### src/rtl/vga_timing_gen.sv
// Raster timing generator for the 640x480@60 path: pixel counters, sync/blank strobes
// delayed to match the palette read, and frame/vblank event pulses.
module vga_timing_gen #(
  parameter int unsigned H_VISIBLE = 640,
  parameter int unsigned H_FP      = 16,
  parameter int unsigned H_SYNC    = 96,
  parameter int unsigned H_BP      = 48,
  parameter int unsigned V_VISIBLE = 480,
  parameter int unsigned V_FP      = 10,
  parameter int unsigned V_SYNC    = 2,
  parameter int unsigned V_BP      = 33,
  parameter int unsigned PIPE_DLY  = 1
) (
  input  logic       VGA_CLK,
  input  logic       RESET_N,
  input  logic       PixelEn,
  output logic [9:0] DrawX,
  output logic [9:0] DrawY,
  output logic       Visible,
  output logic       VGA_HS,
  output logic       VGA_VS,
  output logic       VGA_BLANK_N,
  output logic       VGA_SYNC_N,
  output logic       FrameStart,
  output logic       VBlankStart
);

  localparam int unsigned H_TOTAL = H_VISIBLE + H_FP + H_SYNC + H_BP;
  localparam int unsigned V_TOTAL = V_VISIBLE + V_FP + V_SYNC + V_BP;

  localparam logic [9:0] H_MAX    = 10'(H_TOTAL - 1);
  localparam logic [9:0] H_VIS    = 10'(H_VISIBLE);
  localparam logic [9:0] HS_BEG   = 10'(H_VISIBLE + H_FP);
  localparam logic [9:0] HS_END   = 10'(H_VISIBLE + H_FP + H_SYNC);
  localparam logic [9:0] V_MAX    = 10'(V_TOTAL - 1);
  localparam logic [9:0] V_VIS    = 10'(V_VISIBLE);
  localparam logic [9:0] V_LAST   = 10'(V_VISIBLE - 1);
  localparam logic [9:0] VS_BEG   = 10'(V_VISIBLE + V_FP);
  localparam logic [9:0] VS_END   = 10'(V_VISIBLE + V_FP + V_SYNC);

  logic [9:0] h_cnt;
  logic [9:0] v_cnt;
  logic       h_wrap;
  logic       hs_raw;
  logic       vs_raw;
  logic       blank_raw;
  logic       frame_q;
  logic       vblank_q;

  assign h_wrap = (h_cnt == H_MAX);

  always_ff @(posedge VGA_CLK or negedge RESET_N) begin
    if (!RESET_N) begin
      h_cnt <= '0;
      v_cnt <= '0;
    end else if (PixelEn) begin
      if (h_wrap) begin
        h_cnt <= '0;
        v_cnt <= (v_cnt == V_MAX) ? '0 : v_cnt + 10'd1;
      end else begin
        h_cnt <= h_cnt + 10'd1;
      end
    end
  end

  // Pulses are recomputed every clock so they drop even while PixelEn is low.
  always_ff @(posedge VGA_CLK or negedge RESET_N) begin
    if (!RESET_N) begin
      frame_q  <= 1'b0;
      vblank_q <= 1'b0;
    end else begin
      frame_q  <= PixelEn && h_wrap && (v_cnt == V_MAX);
      vblank_q <= PixelEn && h_wrap && (v_cnt == V_LAST);
    end
  end

  always_comb begin
    Visible   = (h_cnt < H_VIS) && (v_cnt < V_VIS);
    hs_raw    = !((h_cnt >= HS_BEG) && (h_cnt < HS_END));
    vs_raw    = !((v_cnt >= VS_BEG) && (v_cnt < VS_END));
    blank_raw = Visible;
  end

  generate
    if (PIPE_DLY == 0) begin : g_nodly
      assign VGA_HS      = hs_raw;
      assign VGA_VS      = vs_raw;
      assign VGA_BLANK_N = blank_raw;
    end else begin : g_dly
      logic [PIPE_DLY-1:0] hs_sr;
      logic [PIPE_DLY-1:0] vs_sr;
      logic [PIPE_DLY-1:0] bl_sr;

      // Concatenate-then-truncate shifts the raw strobe into bit 0 for any depth, including 1.
      always_ff @(posedge VGA_CLK or negedge RESET_N) begin
        if (!RESET_N) begin
          hs_sr <= '1;
          vs_sr <= '1;
          bl_sr <= '0;
        end else if (PixelEn) begin
          hs_sr <= PIPE_DLY'({hs_sr, hs_raw});
          vs_sr <= PIPE_DLY'({vs_sr, vs_raw});
          bl_sr <= PIPE_DLY'({bl_sr, blank_raw});
        end
      end

      assign VGA_HS      = hs_sr[PIPE_DLY-1];
      assign VGA_VS      = vs_sr[PIPE_DLY-1];
      assign VGA_BLANK_N = bl_sr[PIPE_DLY-1];
    end
  endgenerate

  assign DrawX       = h_cnt;
  assign DrawY       = v_cnt;
  assign VGA_SYNC_N  = 1'b0;
  assign FrameStart  = frame_q;
  assign VBlankStart = vblank_q;

endmodule
### config.mk
export PLATFORM = sky130hd
export DESIGN_NAME = vga_timing_gen
export DESIGN_NICKNAME = d
export VERILOG_FILES = /design/src/rtl/vga_timing_gen.sv
export SDC_FILE = /design/constraint.sdc
export NUM_CORES = 1
export LEC_CHECK = 0
export ABC_CLOCK_PERIOD_IN_PS = 2000
export BUFFER_PORTS_ARGS = -buffer_cell sky130_fd_sc_hd__buf_2
export CAP_MARGIN = 20
export CORE_MARGIN = 5
export CORE_UTILIZATION = 53
export DETAILED_ROUTE_END_ITERATION = 16
export GPL_TIMING_DRIVEN = 0
export PLACE_DENSITY = 0.85
export SLEW_MARGIN = 20
export SYNTH_ARGS = -nofsm -noshare
export SYNTH_HDL_FRONTEND = slang
export SYNTH_SLANG_ARGS = --single-unit
### constraint.sdc
create_clock -name VGA_CLK -period 2 [get_ports VGA_CLK]
set_input_delay 0.1 -clock VGA_CLK [delete_from_list [all_inputs] [get_ports VGA_CLK]]
set_output_delay 0.1 -clock VGA_CLK [all_outputs]
set_load 0.005 [all_outputs]
==> results of run 1 <==
==> cell type report <==
| class | count | share of cell area |
|---|---|---|
| clock buffers | 3 | 0.0141 |
| multi-input cells | 91 | 0.433 |
| clock inverters | 1 | 0.00313 |
| inverters | 9 | 0.0211 |
| plain buffers | 5 | 0.0188 |
| well taps | 30 | 0.0235 |
| repair buffers | 29 | 0.0938 |
| flip-flops and latches | 25 | 0.392 |
==> registers in the layout (all words and copies together) (netlist names) <==
register / cells
VBlankStart: 1
DrawX: 10
VGA_BLANK_N: 1
VGA_HS: 1
DrawY: 10
VGA_VS: 1
FrameStart: 1
==> layer usage <==
layer | routed length [um] | part of all wire
met5 | 0 | 0
met4 | 19 | 0.0069
met3 | 149 | 0.054
met2 | 1390 | 0.50
met1 | 1200 | 0.43
==> kinds of logic (layout without fill, tap and decap cells) <==
kind of cell               Yosys count  after routing  share of synthesized area
buffers and inverters               14             47                     0.0461
muxes                                1              1                    0.00813
AOI/OAI and AO/OA                   16             16                     0.0714
DFF                                 25             25                      0.453
xor gates and xnor gates            12             12                     0.0759
adders and majority gates            4              4                     0.0361
other                                1              1                    0.00271
and+or+nand+nor                     57             57                      0.306
==> stage by stage <==
stage / util / std cells / worst slack (ns) / hold WS [ns] / instance area, sq um
CTS: 0.640 / 193 / 0.225 / 0.122 / 1600
detailed placement: 0.625 / 188 / 0.239 / 0.137 / 1560
finish: 0.640 / 193 / 0.254 / 0.113 / 1600
global route: 0.640 / 193 / 0.118 / 0.135 / 1600
floorplan: - / 130 / 0.386 / -0.196 / 1390
global placement: 0.625 / 188 / 0.306 / 0.115 / 1560
==> placed cells by master (no fill, tap or decap), drive strengths merged <==
master and count:
o22ai 1, a21o 2, nand4 6, clkinv 1, clkbuf 5, dfrtp 23
nor4bb 1, xor2 1, xnor2 11, conb 1, nor4b 1, and2 1
nand3 10, nand2 8, nand4bb 2, inv 9, or2 1, a21oi 3
dfstp 2, and3 2, o21ai 7, a41oi 1, o31ai 1, o21a 1
nor3b 2, nor3 3, ha 4, mux2 1, nor2 10, dlygate4sd3 1
buf 31, and4 1, or4 1, nand2b 1, nor4 6, nand4b 1
==> worst paths after layout <==
path	start	endpoint	slack, ns	cells past startpoint
worst min register to register	VGA_HS	VGA_HS	0.51	2
min in group asynchronous	RESET_N	DrawY[0]	0.27	2
worst min-delay path	PixelEn	VGA_BLANK_N	0.11	2
worst max-delay path	DrawX[0]	DrawY[4]	0.25	5
max in group asynchronous	RESET_N	VGA_HS	1.35	2
worst max register to register	DrawX[0]	DrawY[4]	0.25	5
==> power groups by stage <==
stage | clock (W) | sequential, W | combinational [W]
4_1_cts | 0.000235 | 0.000647 | 0.000248
3_3_place_gp | 0 | 0.000652 | 0.000236
2_1_floorplan | 0 | 0.000646 | 0.000149
5_1_grt | 0.000252 | 0.000659 | 0.000277
3_5_place_dp | 0 | 0.000656 | 0.000246
6_report | 0.000233 | 0.000648 | 0.000242
==> timing repair <==
item	CTS	global route
hold buffers	1	0
hold endpoints to repair	23	0
buffers inserted	0	0
resized for setup	0	0
==> reports/qor.yml, run 1 <==
synth_cells: 130
endpoint_kind: "flop"
synth_area_sq_um: 1390
seqPwrFrac: 0.577
worst_setup_path_start_kind: "flop"
cts_htree_levels: 1
ys_ff_latch: 25
area_growth_pct: 15.5
status: "finished, final reports clean"
dp_hpwl_um: 2130
root_buffer: "clkbuf_4"
clock.fmax_mhz: 573
cp.arrival_ns: 1.98
synth_commonest_cells: "dfrtp_1, xnor2_1, nand3_1"
grt_pass1_vias: 1050
hp-class: "in -> reg"
post-route-min-period_ns: 1.75
core-area_sq_um: 2500
io_pins: 30
final_layout_size_suffix_gt1_frac: 0.294
antennaDiodeCount: 0
clk_latency_ns: 0.32
yosys.area.top_type: "dfrtp_1"
async_flop_share: 1.00
worstMarginPinSlew_ns: 0.552
internal_power_w: 0.000752
drt_pass1_iterations: 4
crit_family: "simple AND/OR/NAND/NOR gates"
route.detailed.drc: 0
crit_type: "reg -> reg"
hold_violations: 0
required_ns: 2.23
antenna_found_initial: 0
finalSetupViolations: 0
critical_path_buf_inv_count: 0
finalPower_w: 0.00112
tns_ns: 0
via_per_inst: 5.63
busiest_layer: "met2"
n_fill_cell: 206
grt_util_met3: 0.0273
worst-path-max-fanout: 5
multi_input_area_sq_um: 693
grt_util_all_layers: 0.172
fp-row-count: 18
wire_per_inst_um: 14.3
peakVddDrop_v: 0.000506
yosysSeqAreaShare: 0.453
comb_power_share: 0.216
path_clk_slew_ns: 0.14
grt_max_degree: 26
p_leak_nw: 0.783
seqCellArea_sq_um: 628
vias: 1087
synth_area_leaders: "dfrtp_1, xnor2_1, nor4_4, nand4bb_4, dfstp_2"
yosys_most_used_dff: "dfrtp_1"
grt_pass1_wl_um: 4840
syn_area_per_cell_sq_um: 10.7
synth.distinct_cells: 38
grtUsageMet2: 0.284
totalWireLength_um: 2760
io_buffer_count: 28
grt-ovfl-total: 0
yosys_warnings: 0
layout.nets: 171
fin_crit_sh: 0.873
cp_cell_sequence: "ha_1 > nand2_1 > or4_4 > nor2_4 > nor2_1"
power.density_nw_per_um2: 702
cts_sinks: 25
synth_largest_type_area_fraction: 0.416
slowest_stage: "or4_4"
slew_violations: 0
relSlewSlack: 0.632
p_switching_w: 0.000371
maxCapViolCount: 0
fin_skew_ns: 0.00698
synth.most_common_cell: "dfrtp_1"
grtUsageMet1: 0.233
tritoncts: "built"
syn-num-nets: 137
start_util: 0.554
critPathMaxStageDelay_ns: 0.54
cts.path.max_buffers: 2
numCtsBuffers: 3
fp.dieArea_sq_um: 3740
die-height_um: 61.1
die_w_um: 61.1
initialDrtViolationCount: 30
drtAntennaViolNets: 0
clkPwrFrac: 0.207
rsz0062_at_grt: "false"
gp_congestion: 0.827
synth-edff-count: 0
swShare: 0.330
(Power assumes the default switching activity.)
==> run 2: changes to the inputs <==
==> constraint.sdc (replaced) <==
create_clock -name VGA_CLK -period 2 [get_ports VGA_CLK]
set_input_delay 0.4 -clock VGA_CLK [delete_from_list [all_inputs] [get_ports VGA_CLK]]
set_output_delay 0.4 -clock VGA_CLK [all_outputs]
set_load 0.005 [all_outputs]
==> run 2 against run 1 <==
  * Final cell count decreased by 0.52%
  * Combinational power hardly changed
  * Sequential share of layout area increased by 0.25 points
  * Hold slack got worse by 0.065 ns
  * Global-route usage is essentially flat
==> reports/qor.yml, run 2 (synthesis gave the netlist of run 1 again) <==
busiest_layer: "met2"  # unchanged
ff2ff_path_depth: 5  # unchanged
drt_pass1_iterations: 4  # unchanged
r2r-start: "DrawX[0]"  # unchanged
final_cell_mix: "buf_2, dfrtp_1, xnor2_1"  # unchanged
ctsHoldBuffers: 0  # was 1
grtUsageMet1: 0.232  # was 0.233
p_leak_nw: 0.779  # was 0.783 nW
power.density_nw_per_um2: 703  # was 702 nW/um^2
vias: 1082  # was 1087
io_buffer_count: 28  # unchanged
peakVddDrop_v: 0.000504  # was 0.000506 V
root_buffer: "clkbuf_4"  # unchanged
seqCellArea_sq_um: 628  # unchanged
cts.path.max_buffers: 2  # unchanged
internal_power_w: 0.000751  # was 0.000752 W
hp-class: "in -> async"  # was in -> reg
gp_congestion: 0.827  # unchanged
cts_htree_levels: 1  # unchanged
tns_ns: 0  # unchanged
cp.arrival_ns: 1.47  # was 1.98 ns
reg2reg_to: "DrawY[4]"  # unchanged
relSlewSlack: 0.622  # was 0.632
multi_input_area_sq_um: 693  # unchanged
fin_crit_sh: 0.937  # was 0.873
grt_util_met3: 0.0273  # unchanged
grt_max_degree: 26  # unchanged
finalSetupViolations: 0  # unchanged
maxCapViolCount: 0  # unchanged
crit_type: "reg -> out"  # was reg -> reg
rsz0062_at_grt: "false"  # unchanged
start_util: 0.554  # unchanged
comb_power_share: 0.216  # about the same
grtUsageMet2: 0.284  # unchanged
rrSetupSlack_ns: 0.24  # was 0.25 ns
post-route-min-period_ns: 1.87  # was 1.75 ns
required_ns: 1.60  # was 2.23 ns
dp_hpwl_um: 2130  # unchanged
die_w_um: 61.1  # unchanged
p_switching_w: 0.000367  # was 0.000371 W
swShare: 0.328  # was 0.330
route.detailed.drc: 0  # unchanged
layout.nets: 170  # was 171
grt_pass1_vias: 1048  # was 1050
place_area_sq_um: 1560  # unchanged
drtAntennaViolNets: 0  # unchanged
clock.fmax_mhz: 533  # was 573 MHz
postCtsSetupBuffers: 0  # unchanged
finish.instance_area_sq_um: 1590  # was 1600 sq um
fp.dieArea_sq_um: 3740  # unchanged
postCtsResizedCells: 0  # unchanged
antennaDiodeCount: 0  # unchanged
worst-path-max-fanout: 5  # unchanged
die-height_um: 61.1  # unchanged
worstMarginPinSlew_ns: 0.567  # was 0.552 ns
grt_pass1_wl_um: 4820  # was 4840 um
clk_latency_ns: 0.32  # about the same
totalWireLength_um: 2770  # was 2760 um
slew_violations: 0  # unchanged
cts_sinks: 25  # unchanged
io_pins: 30  # unchanged
core-area_sq_um: 2500  # unchanged
via_per_inst: 5.64  # was 5.63
pre_cts_slack_ns: 0.239  # unchanged
grt-ovfl-total: 0  # unchanged
worst_setup_path_start_kind: "flop"  # unchanged
numCtsBuffers: 3  # unchanged
clkPwrFrac: 0.206  # was 0.207
initialDrtViolationCount: 30  # unchanged
endpoint_kind: "output pin"  # was flop
wire_per_inst_um: 14.4  # was 14.3 um
antenna_found_initial: 0  # unchanged
status: "finished, final reports clean"  # unchanged
fp-row-count: 18  # unchanged
tritoncts: "built"  # unchanged
fin_skew_ns: 0.00392  # was 0.00698 ns
holdWs_ns: 0.0484  # was 0.113 ns
grt_util_all_layers: 0.172  # about the same
area_growth_pct: 14.8  # was 15.5%
final_common_cell: "buf_2"  # unchanged
path_clk_slew_ns: 0.14  # about the same
final_layout_size_suffix_gt1_frac: 0.296  # was 0.294
seqPwrFrac: 0.578  # was 0.577
n_fill_cell: 206  # unchanged
hold_violations: 0  # unchanged
layout_setup_ws_ns: 0.125  # was 0.254 ns
run 2: cell count changes in the layout (fill, tap and decap cells not counted), sizes merged:
cell / delta
dlygate4sd3: -1
run 2: layout make-up:
class,count,area share
multi-input combinational,91,0.436
sequential,25,0.395
timing repair buffer,28,0.0881
tap,30,0.0236
inverter,9,0.0212
buffer,5,0.0189
clock buffer,3,0.0142
clock inverter,1,0.00315
run 2: routing by layer:
metal	routed length, um	share of wire
met1	1200	0.43
met2	1400	0.51
met5	0	0
met4	19	0.0069
met3	145	0.052
run 2: worst max-delay path by stage:
stage	start	end	slack, ns
2_1_floorplan	DrawX[5]	DrawY[2]	0.39
3_3_place_gp	DrawX[0]	DrawY[3]	0.31
3_5_place_dp	DrawX[0]	DrawY[3]	0.24
4_1_cts	DrawY[6]	Visible	0.13
5_1_grt	DrawY[6]	Visible	0.02
6_report	DrawY[6]	Visible	0.13
run 2: power groups by stage:
stage / sequential [W] / clock (W) / combinational [W]
2_1_floorplan: 0.000646 / 0 / 0.000149
3_3_place_gp: 0.000652 / 0 / 0.000236
3_5_place_dp: 0.000656 / 0 / 0.000246
4_1_cts: 0.000647 / 0.000235 / 0.000247
5_1_grt: 0.000659 / 0.000252 / 0.000276
6_report: 0.000647 / 0.000230 / 0.000241
run 2: worst max-delay path, cell delays in order (launching register included):
cell and delay, ns:
dfrtp_1 0.45, and2_1 0.19, and3_1 0.22, nor2_1 0.15, buf_2 0.14
run 2: metrics by stage:
| stage | std cells | util | power (W) |
|---|---|---|---|
| floorplan | 130 | - | 0.000795 |
| global placement | 188 | 0.625 | 0.000888 |
| detailed placement | 188 | 0.625 | 0.000902 |
| CTS | 192 | 0.636 | 0.00113 |
| global route | 192 | 0.636 | 0.00119 |
| finish | 192 | 0.636 | 0.00112 |
==> run 3: changes to the inputs <==
PLACE_DENSITY = 0.79   (was 0.85)
==> run 3 against run 2 <==
  * Power up 0.28%
  * Non-clock buffer count unchanged
  * Clock-buffer cell count up 1
  * Sequential share of layout area about the same
  * Highest routed layer unchanged
  * Register-to-register slack better by 0.02 ns
  * Largest cell class unchanged
==> reports/qor.yml, run 3 (synthesis gave the netlist of run 1 again) <==
worstMarginPinSlew_ns: 0.562  # was 0.567 ns
slew_violations: 0  # unchanged
grt-ovfl-total: 0  # unchanged
final_common_cell: "buf_2"  # unchanged
path_depth: 5  # was 4
cp.arrival_ns: 1.47  # about the same
gp_congestion: 0.848  # was 0.827
relSlewSlack: 0.625  # was 0.622
initialDrtViolationCount: 40  # was 30
r2r-start: "DrawX[0]"  # unchanged
grt_max_degree: 26  # unchanged
fp-row-count: 18  # unchanged
io_buffer_count: 28  # unchanged
fp.dieArea_sq_um: 3740  # unchanged
crit_family: "flip-flops"  # was simple AND/OR/NAND/NOR gates
final_cell_mix: "buf_2, dfrtp_1, xnor2_1"  # unchanged
hold_violations: 0  # unchanged
vias: 1099  # was 1082
postCtsSetupBuffers: 0  # unchanged
cts.path.max_buffers: 2  # unchanged
hp-class: "in -> async"  # unchanged
drt_pass1_iterations: 4  # unchanged
critPathMaxStageDelay_ns: 0.40  # was 0.45 ns
grt_pass1_vias: 1108  # was 1048
ctsHoldBuffers: 0  # unchanged
die_w_um: 61.1  # unchanged
cts_sinks: 25  # unchanged
worst-path-max-fanout: 8  # was 5
ff2ff_path_depth: 5  # unchanged
path_clk_slew_ns: 0.13  # was 0.14 ns
io_pins: 30  # unchanged
antenna_found_initial: 0  # unchanged
tns_ns: 0  # unchanged
via_per_inst: 5.72  # was 5.64
numCtsBuffers: 3  # unchanged
dp_hpwl_um: 2230  # was 2130 um
maxCapViolCount: 0  # unchanged
fin_skew_ns: 0.00212  # was 0.00392 ns
cp_cell_sequence: "buf_4 > o21ai_0 > nand2_1 > nor2_1 > buf_2"  # was and2_1 > and3_1 > nor2_1 > buf_2
layout.nets: 170  # unchanged
peakVddDrop_v: 0.000645  # was 0.000504 V
holdWs_ns: 0.0494  # was 0.0484 ns
required_ns: 1.60  # about the same
power.density_nw_per_um2: 706  # was 703 nW/um^2
critical_path_buf_inv_count: 2  # was 1
crit_type: "reg -> out"  # unchanged
grt_pass1_wl_um: 4970  # was 4820 um
root_buffer: "clkbuf_4"  # unchanged
clock.fmax_mhz: 534  # was 533 MHz
final_layout_size_suffix_gt1_frac: 0.290  # was 0.296
drtAntennaViolNets: 0  # unchanged
wire_per_inst_um: 15.5  # was 14.4 um
post-route-min-period_ns: 1.87  # about the same
start_util: 0.554  # unchanged
postCtsResizedCells: 0  # unchanged
n_fill_cell: 194  # was 206
status: "finished, final reports clean"  # unchanged
totalWireLength_um: 2970  # was 2770 um
die-height_um: 61.1  # unchanged
cts_htree_levels: 1  # unchanged
endpoint_kind: "output pin"  # unchanged
clk_latency_ns: 0.31  # was 0.32 ns
area_growth_pct: 14.7  # was 14.8%
rsz0062_at_grt: "false"  # unchanged
finalSetupViolations: 0  # unchanged
tritoncts: "built"  # unchanged
crit_start: "DrawX[7]"  # was DrawY[6]
route.detailed.drc: 0  # unchanged
slowest_stage: "dfrtp_1"  # unchanged
core-area_sq_um: 2500  # unchanged
grt_util_all_layers: 0.180  # was 0.172
p_leak_nw: 0.776  # was 0.779 nW
worst_setup_path_start_kind: "flop"  # unchanged
fin_crit_sh: 0.936  # was 0.937
antennaDiodeCount: 0  # unchanged
-- run 3: cell types whose count changed in the layout (fill, tap and decap cells not counted), sizes merged --
cell    before  now
clkbuf       5    6
clkinv       1    0
-- run 3: report_power, final --
| group | switching [W] | internal (W) |
|---|---|---|
| Combinational | 0.000129 | 0.000120 |
| Clock | 0.000147 | 0.0000780 |
| Sequential | 0.0000906 | 0.000557 |
-- run 3: path summary, 6_finish.rpt --
kind                          endpoint  slack [ns]
setup / recovery               Visible        0.13
hold / removal                DrawY[7]        0.05
setup reg to reg              DrawY[2]        0.26
hold reg to reg                 VGA_HS        0.51
max in group asynchronous       VGA_HS        1.56
min in group VGA_CLK       VGA_BLANK_N        0.44
-- run 3: per-stage QoR --
step           setup slack (ns)  cell area, sq um  cells  utilization  total power (W)
2_1_floorplan             0.386              1390    130            -         0.000795
3_3_place_gp              0.305              1560    188        0.625         0.000889
3_5_place_dp              0.274              1560    188        0.625         0.000907
4_1_cts                   0.111              1590    192        0.636          0.00113
5_1_grt                  0.0130              1590    192        0.636          0.00118
6_report                  0.129              1590    192        0.636          0.00112
-- run 3: layout make-up --
type | count | area [sq um] | area share
flip-flops and latches | 25 | 628 | 0.395
multi-input cells | 91 | 693 | 0.436
inverters | 9 | 33.8 | 0.0213
well taps | 30 | 37.5 | 0.0236
clock buffers | 4 | 26.3 | 0.0165
plain buffers | 5 | 30.0 | 0.0189
repair buffers | 28 | 140 | 0.0882
-- run 3: worst reg2reg max path: stages, from the launching register on --
cell	delay [ns]
dfrtp_1	0.43
ha_1	0.28
nand2_1	0.18
or4_4	0.55
a21oi_2	0.12
o21ai_1	0.08
-- run 3: per-layer routing --
| metal | GRT usage | vias to the layer above | wire length [um] |
|---|---|---|---|
| met5 | 0 | - | 0 |
| met3 | 0.0314 | 6 | 131 |
| met1 | 0.217 | 542 | 1220 |
| li1 | - | 520 | - |
| met4 | 0.0774 | 0 | 41 |
| met2 | 0.314 | 31 | 1580 |
